--- src/rtl/coreriscv_axi4_release_pkg.sv ---
// Shared definitions for the release-channel demultiplexer.
// Holds the field widths, the default beat count, the r_type codes that
// carry data, a packed struct for the non-data fields of a beat and the
// has_data classifier used by the lock logic.
package coreriscv_axi4_release_pkg;

    localparam int unsigned HDR_W         = 2;
    localparam int unsigned ADDR_BEAT_W   = 3;
    localparam int unsigned ADDR_BLOCK_W  = 26;
    localparam int unsigned XACT_ID_W     = 1;
    localparam int unsigned R_TYPE_W      = 3;
    localparam int unsigned BEATS_DEFAULT = 8;
    localparam int unsigned NUM_PORTS     = 4;

    localparam logic [R_TYPE_W-1:0] RT_INVALIDATE_DATA = 3'd0;
    localparam logic [R_TYPE_W-1:0] RT_DOWNGRADE_DATA  = 3'd1;
    localparam logic [R_TYPE_W-1:0] RT_COPY_DATA       = 3'd2;

    typedef struct packed {
        logic [HDR_W-1:0]        header_src;
        logic [HDR_W-1:0]        header_dst;
        logic [ADDR_BEAT_W-1:0]  addr_beat;
        logic [ADDR_BLOCK_W-1:0] addr_block;
        logic [XACT_ID_W-1:0]    client_xact_id;
        logic                    voluntary;
        logic [R_TYPE_W-1:0]     r_type;
    } release_meta_t;

    localparam int unsigned META_W = $bits(release_meta_t);

    function automatic logic has_data(input logic [R_TYPE_W-1:0] r_type);
        return (r_type == RT_INVALIDATE_DATA) || (r_type == RT_DOWNGRADE_DATA) ||
               (r_type == RT_COPY_DATA);
    endfunction

endpackage

--- src/rtl/coreriscv_axi4_release_buf.sv ---
// Single-entry beat buffer for the release demultiplexer.
// Ports:
//   clk, reset_n  - clock and asynchronous active-low reset
//   i_push        - load i_bits / i_dst (wins over i_pop, giving replace-in-place)
//   i_pop         - release the held entry
//   i_bits, i_dst - beat contents and its resolved output port
//   o_full        - entry valid
//   o_bits, o_dst - held beat and its output port
module coreriscv_axi4_release_buf
    import coreriscv_axi4_release_pkg::*;
#(
    parameter int unsigned W = 8
) (
    input  logic             clk,
    input  logic             reset_n,
    input  logic             i_push,
    input  logic             i_pop,
    input  logic [W-1:0]     i_bits,
    input  logic [HDR_W-1:0] i_dst,
    output logic             o_full,
    output logic [W-1:0]     o_bits,
    output logic [HDR_W-1:0] o_dst
);

    logic             r_full;
    logic [W-1:0]     r_bits;
    logic [HDR_W-1:0] r_dst;

    // The parent only pushes when empty or popping, so a push never loses a beat.
    always_ff @(posedge clk or negedge reset_n) begin
        if (!reset_n) begin
            r_full <= 1'b0;
            r_bits <= '0;
            r_dst  <= '0;
        end else if (i_push) begin
            r_full <= 1'b1;
            r_bits <= i_bits;
            r_dst  <= i_dst;
        end else if (i_pop) begin
            r_full <= 1'b0;
        end
    end

    assign o_full = r_full;
    assign o_bits = r_bits;
    assign o_dst  = r_dst;

endmodule

--- src/rtl/coreriscv_axi4_release_demux.sv ---
// Release-channel demultiplexer: routes each beat to one of four outputs.
// A data-carrying first beat locks the route for BEATS beats so a whole
// message follows its first beat's destination.
// Ports:
//   clk, reset_n            - clock and asynchronous active-low reset
//   io_in_*                 - upstream valid/ready beat with header and payload
//   io_out_k_* (k = 0..3)   - per-destination valid/ready; bits are shared
//   io_locked               - multi-beat lock in progress
//   io_dst_err              - sticky: locked beat arrived with a different header_dst
// Optional feature: define CORERISCV_AXI4_DEMUX_CHECK_EN to build the io_dst_err
// checker; otherwise io_dst_err is tied low.
module coreriscv_axi4_release_demux
    import coreriscv_axi4_release_pkg::*;
#(
    parameter int unsigned DATA_W = 64,
    parameter int unsigned BEATS  = BEATS_DEFAULT
) (
    input  logic                    clk,
    input  logic                    reset_n,
    input  logic                    io_in_valid,
    output logic                    io_in_ready,
    input  logic [HDR_W-1:0]        io_in_bits_header_src,
    input  logic [HDR_W-1:0]        io_in_bits_header_dst,
    input  logic [ADDR_BEAT_W-1:0]  io_in_bits_payload_addr_beat,
    input  logic [ADDR_BLOCK_W-1:0] io_in_bits_payload_addr_block,
    input  logic [XACT_ID_W-1:0]    io_in_bits_payload_client_xact_id,
    input  logic                    io_in_bits_payload_voluntary,
    input  logic [R_TYPE_W-1:0]     io_in_bits_payload_r_type,
    input  logic [DATA_W-1:0]       io_in_bits_payload_data,
    output logic                    io_out_0_valid,
    input  logic                    io_out_0_ready,
    output logic [HDR_W-1:0]        io_out_0_bits_header_src,
    output logic [HDR_W-1:0]        io_out_0_bits_header_dst,
    output logic [ADDR_BEAT_W-1:0]  io_out_0_bits_payload_addr_beat,
    output logic [ADDR_BLOCK_W-1:0] io_out_0_bits_payload_addr_block,
    output logic [XACT_ID_W-1:0]    io_out_0_bits_payload_client_xact_id,
    output logic                    io_out_0_bits_payload_voluntary,
    output logic [R_TYPE_W-1:0]     io_out_0_bits_payload_r_type,
    output logic [DATA_W-1:0]       io_out_0_bits_payload_data,
    output logic                    io_out_1_valid,
    input  logic                    io_out_1_ready,
    output logic [HDR_W-1:0]        io_out_1_bits_header_src,
    output logic [HDR_W-1:0]        io_out_1_bits_header_dst,
    output logic [ADDR_BEAT_W-1:0]  io_out_1_bits_payload_addr_beat,
    output logic [ADDR_BLOCK_W-1:0] io_out_1_bits_payload_addr_block,
    output logic [XACT_ID_W-1:0]    io_out_1_bits_payload_client_xact_id,
    output logic                    io_out_1_bits_payload_voluntary,
    output logic [R_TYPE_W-1:0]     io_out_1_bits_payload_r_type,
    output logic [DATA_W-1:0]       io_out_1_bits_payload_data,
    output logic                    io_out_2_valid,
    input  logic                    io_out_2_ready,
    output logic [HDR_W-1:0]        io_out_2_bits_header_src,
    output logic [HDR_W-1:0]        io_out_2_bits_header_dst,
    output logic [ADDR_BEAT_W-1:0]  io_out_2_bits_payload_addr_beat,
    output logic [ADDR_BLOCK_W-1:0] io_out_2_bits_payload_addr_block,
    output logic [XACT_ID_W-1:0]    io_out_2_bits_payload_client_xact_id,
    output logic                    io_out_2_bits_payload_voluntary,
    output logic [R_TYPE_W-1:0]     io_out_2_bits_payload_r_type,
    output logic [DATA_W-1:0]       io_out_2_bits_payload_data,
    output logic                    io_out_3_valid,
    input  logic                    io_out_3_ready,
    output logic [HDR_W-1:0]        io_out_3_bits_header_src,
    output logic [HDR_W-1:0]        io_out_3_bits_header_dst,
    output logic [ADDR_BEAT_W-1:0]  io_out_3_bits_payload_addr_beat,
    output logic [ADDR_BLOCK_W-1:0] io_out_3_bits_payload_addr_block,
    output logic [XACT_ID_W-1:0]    io_out_3_bits_payload_client_xact_id,
    output logic                    io_out_3_bits_payload_voluntary,
    output logic [R_TYPE_W-1:0]     io_out_3_bits_payload_r_type,
    output logic [DATA_W-1:0]       io_out_3_bits_payload_data,
    output logic                    io_locked,
    output logic                    io_dst_err
);

    localparam int unsigned CNT_W  = $clog2(BEATS);
    localparam int unsigned BITS_W = META_W + DATA_W;

    release_meta_t          w_in_meta;
    release_meta_t          w_out_meta;
    logic [DATA_W-1:0]      w_out_data;
    logic [BITS_W-1:0]      w_buf_bits;
    logic [HDR_W-1:0]       w_buf_dst;
    logic                   w_full;
    logic [NUM_PORTS-1:0]   w_out_ready;
    logic                   w_push;
    logic                   w_pop;
    logic                   w_locked;
    logic [HDR_W-1:0]       w_route;

    logic [CNT_W-1:0]       r_count;
    logic [HDR_W-1:0]       r_lock_dst;

    assign w_in_meta = '{
        header_src:     io_in_bits_header_src,
        header_dst:     io_in_bits_header_dst,
        addr_beat:      io_in_bits_payload_addr_beat,
        addr_block:     io_in_bits_payload_addr_block,
        client_xact_id: io_in_bits_payload_client_xact_id,
        voluntary:      io_in_bits_payload_voluntary,
        r_type:         io_in_bits_payload_r_type
    };

    assign w_out_ready = {io_out_3_ready, io_out_2_ready, io_out_1_ready, io_out_0_ready};
    // Only the ready of the port the held beat is routed to matters.
    assign w_pop       = w_full & w_out_ready[w_buf_dst];
    assign io_in_ready = ~w_full | w_pop;
    assign w_push      = io_in_valid & io_in_ready;
    assign w_locked    = (r_count != '0);
    assign w_route     = w_locked ? r_lock_dst : io_in_bits_header_dst;
    assign io_locked   = w_locked;

    coreriscv_axi4_release_buf #(
        .W (BITS_W)
    ) u_buf (
        .clk     (clk),
        .reset_n (reset_n),
        .i_push  (w_push),
        .i_pop   (w_pop),
        .i_bits  ({w_in_meta, io_in_bits_payload_data}),
        .i_dst   (w_route),
        .o_full  (w_full),
        .o_bits  (w_buf_bits),
        .o_dst   (w_buf_dst)
    );

    // BEATS is a power of two, so the counter wraps to 0 after the last beat.
    always_ff @(posedge clk or negedge reset_n) begin
        if (!reset_n) begin
            r_count    <= '0;
            r_lock_dst <= '0;
        end else if (w_push) begin
            if (w_locked) begin
                r_count <= r_count + CNT_W'(1);
            end else if (has_data(io_in_bits_payload_r_type)) begin
                r_count    <= CNT_W'(1);
                r_lock_dst <= io_in_bits_header_dst;
            end
        end
    end

`ifdef CORERISCV_AXI4_DEMUX_CHECK_EN
    logic r_dst_err;

    always_ff @(posedge clk or negedge reset_n) begin
        if (!reset_n) begin
            r_dst_err <= 1'b0;
        end else if (w_push && w_locked && (io_in_bits_header_dst != r_lock_dst)) begin
            r_dst_err <= 1'b1;
        end
    end

    assign io_dst_err = r_dst_err;
`else
    assign io_dst_err = 1'b0;
`endif

    assign {w_out_meta, w_out_data} = w_buf_bits;

    assign io_out_0_valid = w_full & (w_buf_dst == 2'd0);
    assign io_out_1_valid = w_full & (w_buf_dst == 2'd1);
    assign io_out_2_valid = w_full & (w_buf_dst == 2'd2);
    assign io_out_3_valid = w_full & (w_buf_dst == 2'd3);

    assign io_out_0_bits_header_src             = w_out_meta.header_src;
    assign io_out_0_bits_header_dst             = w_out_meta.header_dst;
    assign io_out_0_bits_payload_addr_beat      = w_out_meta.addr_beat;
    assign io_out_0_bits_payload_addr_block     = w_out_meta.addr_block;
    assign io_out_0_bits_payload_client_xact_id = w_out_meta.client_xact_id;
    assign io_out_0_bits_payload_voluntary      = w_out_meta.voluntary;
    assign io_out_0_bits_payload_r_type         = w_out_meta.r_type;
    assign io_out_0_bits_payload_data           = w_out_data;

    assign io_out_1_bits_header_src             = w_out_meta.header_src;
    assign io_out_1_bits_header_dst             = w_out_meta.header_dst;
    assign io_out_1_bits_payload_addr_beat      = w_out_meta.addr_beat;
    assign io_out_1_bits_payload_addr_block     = w_out_meta.addr_block;
    assign io_out_1_bits_payload_client_xact_id = w_out_meta.client_xact_id;
    assign io_out_1_bits_payload_voluntary      = w_out_meta.voluntary;
    assign io_out_1_bits_payload_r_type         = w_out_meta.r_type;
    assign io_out_1_bits_payload_data           = w_out_data;

    assign io_out_2_bits_header_src             = w_out_meta.header_src;
    assign io_out_2_bits_header_dst             = w_out_meta.header_dst;
    assign io_out_2_bits_payload_addr_beat      = w_out_meta.addr_beat;
    assign io_out_2_bits_payload_addr_block     = w_out_meta.addr_block;
    assign io_out_2_bits_payload_client_xact_id = w_out_meta.client_xact_id;
    assign io_out_2_bits_payload_voluntary      = w_out_meta.voluntary;
    assign io_out_2_bits_payload_r_type         = w_out_meta.r_type;
    assign io_out_2_bits_payload_data           = w_out_data;

    assign io_out_3_bits_header_src             = w_out_meta.header_src;
    assign io_out_3_bits_header_dst             = w_out_meta.header_dst;
    assign io_out_3_bits_payload_addr_beat      = w_out_meta.addr_beat;
    assign io_out_3_bits_payload_addr_block     = w_out_meta.addr_block;
    assign io_out_3_bits_payload_client_xact_id = w_out_meta.client_xact_id;
    assign io_out_3_bits_payload_voluntary      = w_out_meta.voluntary;
    assign io_out_3_bits_payload_r_type         = w_out_meta.r_type;
    assign io_out_3_bits_payload_data           = w_out_data;

endmodule

--- config.mk ---
export PLATFORM = sky130hd
export DESIGN_NAME = coreriscv_axi4_release_demux
export DESIGN_NICKNAME = d
export VERILOG_FILES = /design/src/rtl/coreriscv_axi4_release_pkg.sv /design/src/rtl/coreriscv_axi4_release_buf.sv /design/src/rtl/coreriscv_axi4_release_demux.sv
export SDC_FILE = /design/constraint.sdc
export NUM_CORES = 1
export LEC_CHECK = 0
export BUFFER_PORTS_ARGS = -buffer_cell sky130_fd_sc_hd__buf_4
export CAP_MARGIN = 20
export CORE_AREA = 10 10 194 196
export CTS_BUF_LIST = sky130_fd_sc_hd__clkbuf_16
export DETAILED_ROUTE_END_ITERATION = 10
export DIE_AREA = 0 0 204 206
export PLACE_DENSITY_LB_ADDON = 0.15
export SYNTH_ARGS = -nofsm -noshare
export SYNTH_HDL_FRONTEND = slang
export SYNTH_SLANG_ARGS = --single-unit
--- constraint.sdc ---
create_clock -name clk -period 2.35 [get_ports clk]
set_input_delay 0.47 -clock clk [delete_from_list [all_inputs] [get_ports clk]]
set_output_delay 0.47 -clock clk [all_outputs]
set_load 0.01 [all_outputs]
Yosys cells after proc, flatten, opt, wreduce, memory -nomap -nowiden
Cells that the tools add are included.
W data, S select, Z words.
{ "op_classes": {"add_sub_neg": 1, "order_cmp": 1, "eq_ne": 5, "muxes": 7, "bitwise": 9, "n_reduce_logical": 9} }
{ "ops": {"columns": ["operator", "count"], "rows": [
  ["$and A1 B1 Y1", 6],
  ["$mux W3", 2],
  ["$eq A2 B2 Y1 const B", 2],
  ["$reduce_bool A2 Y1", 2],
  ["$add A3 B1 Y3 const B", 1],
  ["$eq A3 B1 Y1 const B", 1],
  ["$eq A3 B2 Y1 const B", 1],
  ["$logic_not A3 Y1", 1],
  ["$lt A2 B3 Y1 const B", 1],
  ["$mux W1", 3],
  ["$reduce_and A3 Y1", 1],
  ["$reduce_bool A3 Y1", 1],
  ["$bmux W1 S2", 1],
  ["$eq A2 B1 Y1 const B", 1],
  ["$logic_not A2 Y1", 1],
  ["$logic_or A1 B1 Y1", 2],
  ["$mux W2", 1],
  ["$not A1 Y1", 2],
  ["$reduce_and A2 Y1", 1],
  ["$or A1 B1 Y1", 1]
]} }
{ "word_totals": {"regBits": 110, "inputBits": 109, "output_inout_bits": 415, "wordCells": 37} }

Depth between registers and ports, before layout
{ "depth": {"word_depth": 6, "depth_mapped": 7, "depth_no_buf": 6} }

Cells and area by module
Synthesis repeated with hierarchy kept, for this count alone.
{ "hier_totals": {"cells_unflattened": 571, "hier_area_um2": 6810.3} }
{ "by_module_without_submodules": {"columns": ["mod", "instances", "cells_per_inst", "area_each_um2", "seq_area_each_um2"], "rows": [
  ["coreriscv_axi4_release_buf", 1, 223, 4097.7, 2627.5],
  ["coreriscv_axi4_release_demux", 1, 348, 2712.6, 125.1]
]} }

Worst setup path before layout
No wires, ideal clock.
{ "synth_timing": {"path_type": "reg2reg", "from": "register u_buf.r_dst[0] (netlist: u_buf.o_dst[0])", "to": "register u_buf.r_bits[67] (netlist: u_buf.o_bits[67])", "setup_time_ns": 0.128, "arrival_ns": 1.706, "required_ns": 2.222, "path_slack_ns": 0.517, "path_stages_with_launch": 6, "n_path_buf": 2, "period_less_slack_ns": 1.833, "cell_sequence": "dfrtp_1 -> mux2_2 -> o221ai_4 -> buf_4 -> buf_4 -> mux2_1"} }
{ "synth_via": {"elab_chain_len": 5} }
{ "synth_rtl": {"columns": ["item", "line_no", "rtl"], "rows": [
  ["start, declared", "coreriscv_axi4_release_buf.sv:27", "logic [HDR_W-1:0] r_dst;"],
  ["start signal, assigned", "coreriscv_axi4_release_buf.sv:38", "r_dst <= i_dst;"],
  ["$bmux W1 S2", "coreriscv_axi4_release_demux.sv:104", "assign w_pop = w_full & w_out_ready[w_buf_dst];"],
  ["$mux W1 (implied by the code)", "coreriscv_axi4_release_demux.sv:104", null],
  ["$and A1 B1 Y1", "coreriscv_axi4_release_demux.sv:104", null],
  ["$or A1 B1 Y1", "coreriscv_axi4_release_demux.sv:105", "assign io_in_ready = ~w_full | w_pop;"],
  ["$and A1 B1 Y1", "coreriscv_axi4_release_demux.sv:106", "assign w_push = io_in_valid & io_in_ready;"],
  ["end signal, assigned", "coreriscv_axi4_release_buf.sv:37", "r_bits <= i_bits;"],
  ["end, declared", "coreriscv_axi4_release_buf.sv:26", "logic [W-1:0] r_bits;"]
]} }
No other way between the ends. The select of a mux whose other input is x is not followed.
A chain may end at the register's enable or synchronous reset.

Worst setup path in the final report
{ "layout_timing": {"from": "register u_buf.r_dst[0] (netlist: u_buf.o_dst[0])", "to": "output port io_in_ready"} }
{ "layout_via": {"elab_chain_len": 4} }
{ "layout_rtl": {"columns": ["item", "line_no", "rtl"], "rows": [
  ["$bmux W1 S2", "coreriscv_axi4_release_demux.sv:104", null],
  ["$mux W1 (implied by the code)", "coreriscv_axi4_release_demux.sv:104", null],
  ["$and A1 B1 Y1", "coreriscv_axi4_release_demux.sv:104", null],
  ["$or A1 B1 Y1", "coreriscv_axi4_release_demux.sv:105", null],
  ["end, declared", "coreriscv_axi4_release_demux.sv:21", "output logic io_in_ready,"]
]} }
No other way between the ends. The select of a mux whose other input is x is not followed.

==> flow_metrics.py <==
metrics = {
    "run_status": {
        "status": "complete, no violations",
    },
    "setup_path": {
        "crit_path_cell_trace": "mux2_2 -> o22a_1 -> buf_4",
        "max_stage_delay_ns": 0.47,
        "crit_arrival_ns": 1.66,
        "cp_slowest_cell": "dfrtp_1",
        "cp_max_fo": 6,
        "end_kind": "primary output",
        "path_class": "register to primary output",
        "start_kind": "register",
        "required_ns": 1.88,
    },
    "yosys": {
        "synth_compound_area_share_pct": 0.900,
        "netlist_instances": 567,
        "synth_xor_xnor_area_share_pct": 0,
        "yosys.area_share.simple_pct": 1.11,
        "synthAdderAreaFrac_pct": 0.383,
        "syn_area_sq_um": 6540,
        "ys_warn_count": 0,
        "ys_seq_area_share_pct": 42.1,
        "muxShareOfSynthArea_pct": 18.9,
        "ys_ff_latch": 110,
        "yosysUniqueCellTypes": 20,
        "syn_nets": 678,
        "synth_top_family_by_area": "buffers and inverters",
        "synth_area_per_cell_sq_um": 11.5,
    },
    "placed_design": {
        "gp_congestion": 0.714,
        "io_buffers": 522,
        "pre_cts_ws_ns": 0.307,
        "dpl.hpwl_mm": 18.1,
    },
    "timing": {
        "setup_viol": 0,
        "finalSetupTns_ns": 0,
        "worst_pin_slew_ns": 0.635,
        "max_freq_mhz": 470,
        "period_minus_slack_ns": 2.13,
        "grt_setup_unrepaired": "no",
        "hold_viol": 0,
        "layout_setup_ws_ns": 0.223,
        "period_share_pct": 90.5,
        "clock-skew-final_ns": 0.0117,
        "slew_headroom_pct": 57.6,
        "final_max_slew_viol_count": 0,
    },
    "power_and_ir_drop": {
        "pwr-share-clk_pct": 11.5,
        "swShare_pct": 40.6,
        "peakVddDrop_mv": 0.695,
        "combPwrFrac_pct": 59.9,
        "intPower_uw": 8310,
        "p_sw_uw": 5690,
        "leakage_uw": 0.00451,
        "power.density_nw_per_um2": 1550,
        "seqPwrFrac_pct": 28.6,
    },
    "cts": {
        "cts_buffer_depth": 2,
        "cts_root_buf": "clkbuf_16",
        "h-tree-depth": 3,
        "cts_tree": "built",
        "cts_inserted_buffers": 9,
        "clk-insertion-delay-late_ns": 0.35,
        "cts_resized": 0,
        "clk_pin_slew_ns": 0.09,
        "hold_buffers": 0,
        "post_cts_buffers": 0,
        "clock_sinks": 110,
    },
    "route": {
        "vias_per_cell": 3.47,
        "detail_route.wl_per_cell_um": 17.7,
        "drtAntennaViolNets": 0,
        "drt_wl_total_mm": 22.1,
        "drt_iter0_markers": 61,
        "vias": 4316,
        "drcViolationCount": 0,
        "drt-pass1-iter-count": 4,
    },
    "global_routing": {
        "grt_max_degree": 111,
        "grt_pass1_vias": 4861,
        "antenna_found_initial": 0,
        "grt_pass1_wl_mm": 31.2,
        "gr-total-overflow": 0,
        "grt_usage_pct": 9.64,
    },
    "die": {
        "die_h_um": 206,
        "die_area_sq_um": 42000,
        "start_util_pct": 19.3,
        "die_w_um": 204,
        "core.rowCount": 68,
        "coreArea_sq_um": 33900,
        "io_pins": 524,
    },
    "worst_hold_path": {
        "hold_class": "input pin to async pin",
    },
    "layout": {
        "diodes": 0,
        "final_net_count": 895,
        "syn2layout_area_growth_pct": 37.9,
        "drive_gt1_share_pct": 80.4,
    },
    "flow_run": {
        "cap_violations": 0,
    },
}
cell usage in the layout (no fill, tap or decap), types with 2 or more instances in the layout:
cell / instances
buf_12: 3
buf_4: 522
clkbuf_16: 9
clkinv_2: 2
dfrtp_1: 110
ha_1: 2
inv_1: 3
inv_6: 2
mux2_1: 16
mux2_2: 92
mux2i_1: 2
nand2_1: 4
nand2b_1: 3
nor2_1: 7
o21ai_0: 2
o22a_1: 2
cell usage after synthesis (all sizes together):
master	count	area, sq um
buf	318	2370
clkbuf	1	3.75
nand3	1	5.00
o22a	2	17.5
conb	1	3.75
nor3b	1	7.51
dfrtp	110	2750
inv	3	11.3
ha	2	25.0
mux2	108	1220
nor2	7	26.3
o21ai	2	10.0
a21oi	1	5.00
mux2i	2	20.0
nand2b	3	18.8
nand2	4	15.0
o221ai	1	26.3
sequential cells by signal, summed over array words and instances (netlist names):
register / cells
r_count: 3
u_buf.o_full: 1
r_lock_dst: 2
u_buf.o_bits: 102
u_buf.o_dst: 2
worst max-delay path, delay by kind of cell (launching register included):
kind / cells / cell delay (ns)
AO/OA/AOI/OAI: 1 / 0.26
buffers and inverters: 1 / 0.17
flip-flops: 1 / 0.47
multiplexers: 1 / 0.40
final cells by class:
cell class | count | area, sq um
fill | 3564 | 24900
timing repair buffer | 525 | 3980
sequential | 110 | 2750
multi-input combinational | 135 | 1400
tap | 455 | 569
clock buffer | 9 | 225
clock inverter | 7 | 77.6
inverter | 3 | 11.3
power by group through the flow:
stage	Combinational (uW)	Sequential [uW]	Clock [uW]
floorplan	5850	4040	0
global placement	8710	4050	0
detailed placement	8600	4080	0
CTS	8610	4060	1750
global route	9000	4220	1810
finish	8380	4010	1610
kinds of logic (layout without fill, tap and decap cells):
logic type,Yosys count,after routing
adder cells (fa/ha/maj),2,2
AND/OR/NAND/NOR,16,16
buffers and inverters,322,544
multiplexers,110,110
AO/OA/AOI/OAI,6,6
flip-flops,110,110
other,1,1
path summary, 6_finish.rpt:
kind / end / startpoint / cells after the start / slack (ns)
max in group asynchronous: u_buf.o_bits[84]$_DFFE_PN0P_ / reset_n / 2 / 1.66
min in group clk: u_buf.o_bits[60]$_DFFE_PN0P_ / io_in_bits_payload_data[60] / 2 / 0.32
setup reg to reg: r_count[1]$_DFFE_PN0P_ / u_buf.o_dst[0]$_DFFE_PN0P_ / 5 / 0.34
hold / removal: u_buf.o_bits[57]$_DFFE_PN0P_ / reset_n / 2 / 0.18
hold reg to reg: r_lock_dst[0]$_DFFE_PN0P_ / r_lock_dst[0]$_DFFE_PN0P_ / 1 / 0.51
setup / recovery: io_in_ready / u_buf.o_dst[0]$_DFFE_PN0P_ / 3 / 0.22
metal layers:
metal | vias to the layer above | global-route usage [%] | share of wire [%]
met5 | - | 0 | 0
met4 | 0 | 2.41 | 1.0
met3 | 7 | 5.19 | 12
met2 | 270 | 17.5 | 54
met1 | 2081 | 9.35 | 34
li1 | 1958 | - | -
stage by stage:
stage	instances	hold WS, ns	utilization, %	cell area (sq um)	total power [uW]
floorplan	567	0.174	-	6540	9890
global placement	1228	0.497	25.7	8710	12800
detailed placement	1228	0.499	25.7	8710	12700
CTS	1244	0.202	26.5	9010	14400
global route	1244	0.230	26.5	9010	15000
finish	1244	0.179	26.5	9010	14000
Power figures use the tool's default switching activity.
